## src/rtl/vga_timing_pkg.sv

```systemverilog
// 640x480@60 VGA timing defaults shared by the sync generator.
// Derived sync windows are inclusive pixel/line ranges.
package vga_timing_pkg;

    localparam int H_DISPLAY = 640;
    localparam int H_FRONT   = 16;
    localparam int H_SYNC    = 96;
    localparam int H_BACK    = 48;
    localparam int V_DISPLAY = 480;
    localparam int V_FRONT   = 10;
    localparam int V_SYNC    = 2;
    localparam int V_BACK    = 33;
    localparam int CLK_DIV   = 4;

    localparam int H_TOTAL =
        H_DISPLAY + H_FRONT + H_SYNC + H_BACK;
    localparam int V_TOTAL =
        V_DISPLAY + V_FRONT + V_SYNC + V_BACK;

    localparam int HS_START = H_DISPLAY + H_FRONT;
    localparam int HS_END   = HS_START + H_SYNC - 1;
    localparam int VS_START = V_DISPLAY + V_FRONT;
    localparam int VS_END   = VS_START + V_SYNC - 1;

    localparam int CNT_W = 10;

    typedef logic [CNT_W-1:0] cnt_t;

endpackage

```

## src/rtl/pixel_tick_div.sv

```systemverilog
// Divides the system clock down to a one-clock pixel-enable strobe.
// p_tick is forced low while reset is held.
module pixel_tick_div #(
    parameter int CLK_DIV = 4
) (
    input  logic clk,
    input  logic reset,
    output logic p_tick
);

    localparam int DW =
        (CLK_DIV > 1) ? $clog2(CLK_DIV) : 1;
    localparam logic [DW-1:0] LAST = DW'(CLK_DIV - 1);

    logic [DW-1:0] div_cnt;

    always_ff @(posedge clk or posedge reset) begin
        if (reset) begin
            div_cnt <= '0;
        end else if (div_cnt == LAST) begin
            div_cnt <= '0;
        end else begin
            div_cnt <= div_cnt + DW'(1);
        end
    end

    assign p_tick = (div_cnt == LAST) && !reset;

endmodule

```

## src/rtl/vga_sync_gen.sv

```systemverilog
// VGA line/frame counters with registered, mutually aligned sync outputs.
// Define VGA_SYNC_FRAME_CNT_EN to enable the completed-frame counter.
module vga_sync_gen
    import vga_timing_pkg::*;
#(
    parameter int H_DISPLAY = vga_timing_pkg::H_DISPLAY,
    parameter int H_FRONT   = vga_timing_pkg::H_FRONT,
    parameter int H_SYNC    = vga_timing_pkg::H_SYNC,
    parameter int H_BACK    = vga_timing_pkg::H_BACK,
    parameter int V_DISPLAY = vga_timing_pkg::V_DISPLAY,
    parameter int V_FRONT   = vga_timing_pkg::V_FRONT,
    parameter int V_SYNC    = vga_timing_pkg::V_SYNC,
    parameter int V_BACK    = vga_timing_pkg::V_BACK,
    parameter int CLK_DIV   = vga_timing_pkg::CLK_DIV
) (
    input  logic             clk,
    input  logic             reset,
    output logic             hsync,
    output logic             vsync,
    output logic             video_on,
    output logic             p_tick,
    output logic [CNT_W-1:0] pixelx,
    output logic [CNT_W-1:0] pixely,
    output logic             frame_start,
    output logic [7:0]       frame_count
);

    localparam int H_TOT =
        H_DISPLAY + H_FRONT + H_SYNC + H_BACK;
    localparam int V_TOT =
        V_DISPLAY + V_FRONT + V_SYNC + V_BACK;

    localparam cnt_t H_LAST = cnt_t'(H_TOT - 1);
    localparam cnt_t V_LAST = cnt_t'(V_TOT - 1);
    localparam cnt_t H_VIS  = cnt_t'(H_DISPLAY);
    localparam cnt_t V_VIS  = cnt_t'(V_DISPLAY);
    localparam cnt_t HS_LO  = cnt_t'(H_DISPLAY + H_FRONT);
    localparam cnt_t HS_HI  =
        cnt_t'(H_DISPLAY + H_FRONT + H_SYNC - 1);
    localparam cnt_t VS_LO  = cnt_t'(V_DISPLAY + V_FRONT);
    localparam cnt_t VS_HI  =
        cnt_t'(V_DISPLAY + V_FRONT + V_SYNC - 1);

    cnt_t x_n;
    cnt_t y_n;
    logic line_end;
    logic frame_end;

    pixel_tick_div #(
        .CLK_DIV (CLK_DIV)
    ) u_div (
        .clk    (clk),
        .reset  (reset),
        .p_tick (p_tick)
    );

    assign line_end  = (pixelx == H_LAST);
    assign frame_end = line_end && (pixely == V_LAST);

    always_comb begin
        x_n = pixelx + cnt_t'(1);
        y_n = pixely;
        if (line_end) begin
            x_n = '0;
            y_n = frame_end ? '0 : pixely + cnt_t'(1);
        end
    end

    // Decode from the next count so flags line up with pixelx/pixely.
    always_ff @(posedge clk or posedge reset) begin
        if (reset) begin
            pixelx      <= '0;
            pixely      <= '0;
            hsync       <= 1'b1;
            vsync       <= 1'b1;
            video_on    <= 1'b0;
            frame_start <= 1'b0;
        end else if (p_tick) begin
            pixelx      <= x_n;
            pixely      <= y_n;
            hsync       <= !((x_n >= HS_LO) && (x_n <= HS_HI));
            vsync       <= !((y_n >= VS_LO) && (y_n <= VS_HI));
            video_on    <= (x_n < H_VIS) && (y_n < V_VIS);
            frame_start <= (x_n == '0) && (y_n == '0);
        end
    end

`ifdef VGA_SYNC_FRAME_CNT_EN
    logic [7:0] frame_cnt_q;

    always_ff @(posedge clk or posedge reset) begin
        if (reset) begin
            frame_cnt_q <= 8'h00;
        end else if (p_tick && frame_end) begin
            frame_cnt_q <= frame_cnt_q + 8'd1;
        end
    end

    assign frame_count = frame_cnt_q;
`else
    assign frame_count = 8'h00;
`endif

endmodule

```

## config.mk

```make
export PLATFORM = sky130hd
export DESIGN_NAME = vga_sync_gen
export DESIGN_NICKNAME = d
export VERILOG_FILES = /design/src/rtl/vga_timing_pkg.sv /design/src/rtl/pixel_tick_div.sv /design/src/rtl/vga_sync_gen.sv
export SDC_FILE = /design/constraint.sdc
export NUM_CORES = 1
export LEC_CHECK = 0
export CAP_MARGIN = 20
export CORE_AREA = 2 2 73 68
export DETAILED_ROUTE_END_ITERATION = 8
export DIE_AREA = 0 0 75 70
export PLACE_DENSITY = 0.72
export SLEW_MARGIN = 15
export SYNTH_ARGS = -nofsm -noshare
export SYNTH_HDL_FRONTEND = slang
export SYNTH_SLANG_ARGS = --single-unit
```

## constraint.sdc

```tcl
create_clock -name clk -period 2.48 [get_ports clk]
set_clock_uncertainty 0.1 [all_clocks]
set_input_delay 0.248 -clock clk [delete_from_list [all_inputs] [get_ports clk]]
set_output_delay 0.248 -clock clk [all_outputs]
set_load 0.05 [all_outputs]
```

Yosys cells after proc, flatten, opt, wreduce, memory -nomap -nowiden. Index checks and enable logic that the tools add are counted.

Register bits after elaboration: 26. Output and inout bits: 33. Bits of input ports: 2. Word-level logic and storage cells: 34.

Magnitude comparators: 6. Add/subtract/negate cells: 3. Equal/unequal tests: 3. Reduce and logical (&&, ||, !) cells: 11. Mux-type cells: 4.

Operators with widths (count): $mux W10 (3); $add A10 B1 Y10 const B (2); $eq A10 B10 Y1 const B (2); $logic_not A10 Y1 (2); $ge A10 B10 Y1 const B (1); $ge A10 B9 Y1 const B (1); $le A10 B10 Y1 const B (1); $le A10 B9 Y1 const B (1); $lt A10 B10 Y1 const B (1); $lt A10 B9 Y1 const B (1); $logic_and A1 B1 Y1 (6); $logic_not A1 Y1 (3); $add A2 B1 Y2 const B (1); $eq A2 B2 Y1 const B (1); $mux W2 (1).

Longest topological paths before layout.
Word-level depth: 7. Mapped depth: 8. Mapped depth without buffers: 7.

By module. Synthesis repeated with hierarchy kept, for this count alone.

Cell total of the unflattened synthesis: 224. Area total of the unflattened synthesis: 1925.6 um^2.

By module, submodules not included: vga_sync_gen (area each 1841.8 um^2, times used 1, seq. area each 603.1 um^2, cells an instance 218); pixel_tick_div (area each 83.8 um^2, times used 1, seq. area each 50.0 um^2, cells an instance 6).

Worst setup path before layout. OpenSTA, ideal clock, no wires.

Path kind: register to register. From: reg pixelx[1]. To: reg video_on. Cell stages (with the launch flop): 8. Setup time: 136 ps. Data arrival time: 2317 ps. Path slack: -73 ps. Period minus slack after synthesis: 2553 ps. Path buffers: 1. Required time: 2244 ps. Cells stage by stage: dfrtp_1 ha_1 and4_1 buf_2 nand3_2 or3_4 a222oi_1 o31ai_1.

Cells in the longest elaborated chain, start to end: 6. Elaborated cells on any way between the ends: 9. Those cells by class: add/sub: 1; order compare: 2; eq/ne: 1; mux: 3; reduce/logical: 2.

RTL lines: start: declaration (RTL line vga_sync_gen.sv:22) `output logic [CNT_W-1:0] pixelx,`; start signal: assignment (RTL line vga_sync_gen.sv:79) `pixelx <= x_n;`; parallel branches: the longest is 5 deep, another holds $add A10 B1 Y10; $logic_and A1 B1 Y1 * (RTL line vga_sync_gen.sv:83) `video_on <= (x_n < H_VIS) && (y_n < V_VIS);`; end signal: assignment (RTL line vga_sync_gen.sv:83); end: declaration (RTL line vga_sync_gen.sv:20) `output logic video_on,`.

Every way passes the cells marked *. A chain may end at the register's enable or synchronous reset.

Worst setup path in the final report.
From: reg pixelx[0]. To: reg frame_start.

Cells in the longest elaborated chain, start to end: 6. Elaborated cells on any way between the ends: 9. Those cells by class: add/sub: 1; eq/ne: 1; mux: 3; reduce/logical: 4.

RTL lines: parallel branches: the longest is 5 deep, another holds $add A10 B1 Y10; $logic_and A1 B1 Y1 * (RTL line vga_sync_gen.sv:84) `frame_start <= (x_n == '0) && (y_n == '0);`; end signal: assignment (RTL line vga_sync_gen.sv:84); end: declaration (RTL line vga_sync_gen.sv:24) `output logic frame_start,`.

Marks and branches as above.

==> reports/metrics.cfg <==
[die]
fp.dieArea_sq_um = 5250
fp-row-count = 24
core_area_sq_um = 4590
ios = 35
initial_utilization = 0.429
die_x_microns = 75
die_y_microns = 70

[timing]
tightest_slew_ns = 0.501
period_needed_ns = 2.32
setup_viol = 0
clock.fmax_mhz = 431
fin_setup_tns_ns = 0
slew_violations = 0
timing.final.crit_share = 0.936
finalHoldViolations = 0
rsz0062_at_grt = false
slew_headroom = 0.665

[cells_and_area]
area_growth_pct = 22.5
multi_input_area_sq_um = 1140
final_area_sq_um = 2420
fin_nets = 274
diodes = 0
num-fill-cells = 453
register_area_sq_um = 658
drive_above_1_share = 0.150

[synth]
ys_top_cells_by_count = dfrtp_1 (24), o21ai_0 (19), nand2_1 (18), nor2_1 (18), nand3_1 (16)
netlist_area_sq_um = 1970
yosys_warnings = 0
ys_async_sr_fraction = 1.00
synth_flop_cell = dfrtp_1
yosysMostFrequentCell = dfrtp_1
synth_top_family_by_area = simple AND/OR/NAND/NOR gates
synth_area_leaders = dfrtp_1 (30%), o21ai_0 (4.8%), nand3_1 (4.1%)
yosysUniqueCellTypes = 58
synthAdderAreaFrac = 0.0317
synth_xor_area_frac = 0.0444
synth_top_area_share = 0.305
syn_avg_cell_area_sq_um = 8.36
synth_top_area_cell = dfrtp_1
ys_seq_elements = 26
synth-edff-count = 0
yosysSeqAreaShare = 0.331
synthCells = 236
synthSimpleGateAreaFrac = 0.265
synth-compound-area-share = 0.218
muxShareOfSynthArea = 0.00508

[worst_setup_path]
crit_required_ns = 2.56
cp_data_arrival_time_ns = 2.40
critPathKind = register to register
crit_fanout = 7
cp-start-kind = register
critPathCaptureType = register

[routing]
ant_nets = 0
dr_wl_met2_microns = 2410
drt_iter0_drc = 192
dr.pass1.iters = 6
maxUsedRoutingLayer = met4
drt-wirelength-per-cell_microns = 15.4
drt-total-wl_microns = 5110
wl_met1_microns = 2320
drcViolationCount = 0
wl_met3_microns = 300
num_vias = 1929
viasPerCell = 5.83

[clocking]
clock_latency_ns = 0.28
ctsRootBufferMaster = clkbuf_8
cts_tree = done
ctsLongestPathBuffers = 2
cts_htree_levels = 1
cts.sinks = 26
cts.clk_slew.worst_paths_ns = 0.10
cts_buffers = 3

[grt]
grt_pass1_wl_microns = 8710
track_usage = 0.212
grt_remaining_overflow = 0
grt_pass1_vias = 1823
grt_max_degree = 27
antenna_found_initial = 0

[run]
cap_violations = 0

[place]
dp_hpwl_microns = 3730
place.gp.congestion = 0.922
place_area_sq_um = 2340
portBuffers = 26

[pwr]
p_leak_uw = 0.000972
clkPwrFrac = 0.270
switching_share = 0.372
power_density_nw_per_um2 = 554
p_sw_uw = 499
combPwrFrac = 0.373
pwr-share-seq = 0.358
ir_drop_mv = 0.228
p_int_uw = 841

[min_path]
hold_class = primary input to asynchronous set/reset pin

[run_status]
status = finished, final reports clean

final timing paths:
check	from	end	slack [ns]	depth (start not counted)
worst max-delay path	pixelx[0]	frame_start	0.16	7
worst min-delay path	reset	u_div.div_cnt[0]	0.26	3
worst max register to register	pixelx[0]	frame_start	0.16	7
worst min register to register	u_div.div_cnt[0]	u_div.div_cnt[0]	0.36	1
max in group asynchronous	reset	hsync	1.71	3
min in group clk	u_div.div_cnt[0]	u_div.div_cnt[0]	0.36	1
worst max-delay path, cell delays in order, from the launching register on:
cell,delay [ns]
dfrtp_2,0.37
ha_1,0.21
and4_1,0.36
nand3_2,0.18
buf_4,0.22
nor4b_1,0.35
o22ai_1,0.14
o41ai_2,0.30
registers in the layout, summed over array words and instances, names as in the netlist:
| name | count |
|---|---|
| hsync | 1 |
| video_on | 1 |
| frame_start | 1 |
| pixelx | 10 |
| pixely | 10 |
| u_div.div_cnt | 2 |
| vsync | 1 |
cells by family after synthesis:
kind of cell	after synthesis
other	1
flip-flops	26
buffers and inverters	37
multiplexers	1
AND/OR/NAND/NOR	92
XOR/XNOR	10
adder cells (fa/ha/maj)	5
AO/OA/AOI/OAI	64
per-stage QoR:
stage                     power, uW  worst slack [ns]  hold WS, ns  std cells  utilization
after detailed placement        983             0.196        0.347        327        0.510
after global placement          977             0.255        0.318        327        0.510
after floorplan                 839            0.0618        0.195        243            -
after global routing           1410            0.0381        0.320        331        0.526
after CTS                      1350             0.157        0.266        331        0.526
final                          1340             0.158        0.259        331        0.526
layout by cell type (no fill, tap or decap), drive strengths merged, types with 2 or more instances in the layout:
cell,instances
a21oi,9
a31oi,9
and3,3
and4,4
buf,22
clkbuf,3
clkdlybuf4s50,25
conb,8
dfrtp,24
dfstp,2
ha,5
inv,9
nand2,19
nand3,17
nand4,10
nor2,18
nor3,6
nor4,2
nor4b,2
o21a,2
o21ai,20
o22ai,2
o31ai,4
o32ai,2
or3,2
or4,3
xnor2,7
xor2,3
metal layers:
| metal | global-route usage | vias up |
|---|---|---|
| met5 | 0 | - |
| li1 | - | 924 |
| met1 | 0.319 | 934 |
| met2 | 0.312 | 64 |
| met4 | 0.0655 | 0 |
| met3 | 0.0289 | 7 |
cell type report:
type                    count  area share
inverters                   9      0.0140
clock buffers               3      0.0171
well taps                  65      0.0337
multi-input cells         180       0.473
clock inverters             1      0.0124
repair buffers             47       0.177
flip-flops and latches     26       0.272
power by group through the flow:
| stage | Combinational (uW) | Clock [uW] | Sequential (uW) |
|---|---|---|---|
| after detailed placement | 496 | 0 | 487 |
| after floorplan | 227 | 0 | 612 |
| after global placement | 491 | 0 | 486 |
| final | 499 | 361 | 479 |
| after global routing | 535 | 388 | 483 |
| after CTS | 498 | 371 | 479 |
what timing repair did:
| item | 4_1_cts | 5_1_grt |
|---|---|---|
| gates resized for setup | 0 | 1 |
| endpoints found under the setup margin | 0 | 2 |
| hold buffers | 0 | 0 |
| buffers inserted | 0 | 0 |
| hold endpoints to repair | 0 | 0 |
Power figures use the tool's default switching activity.
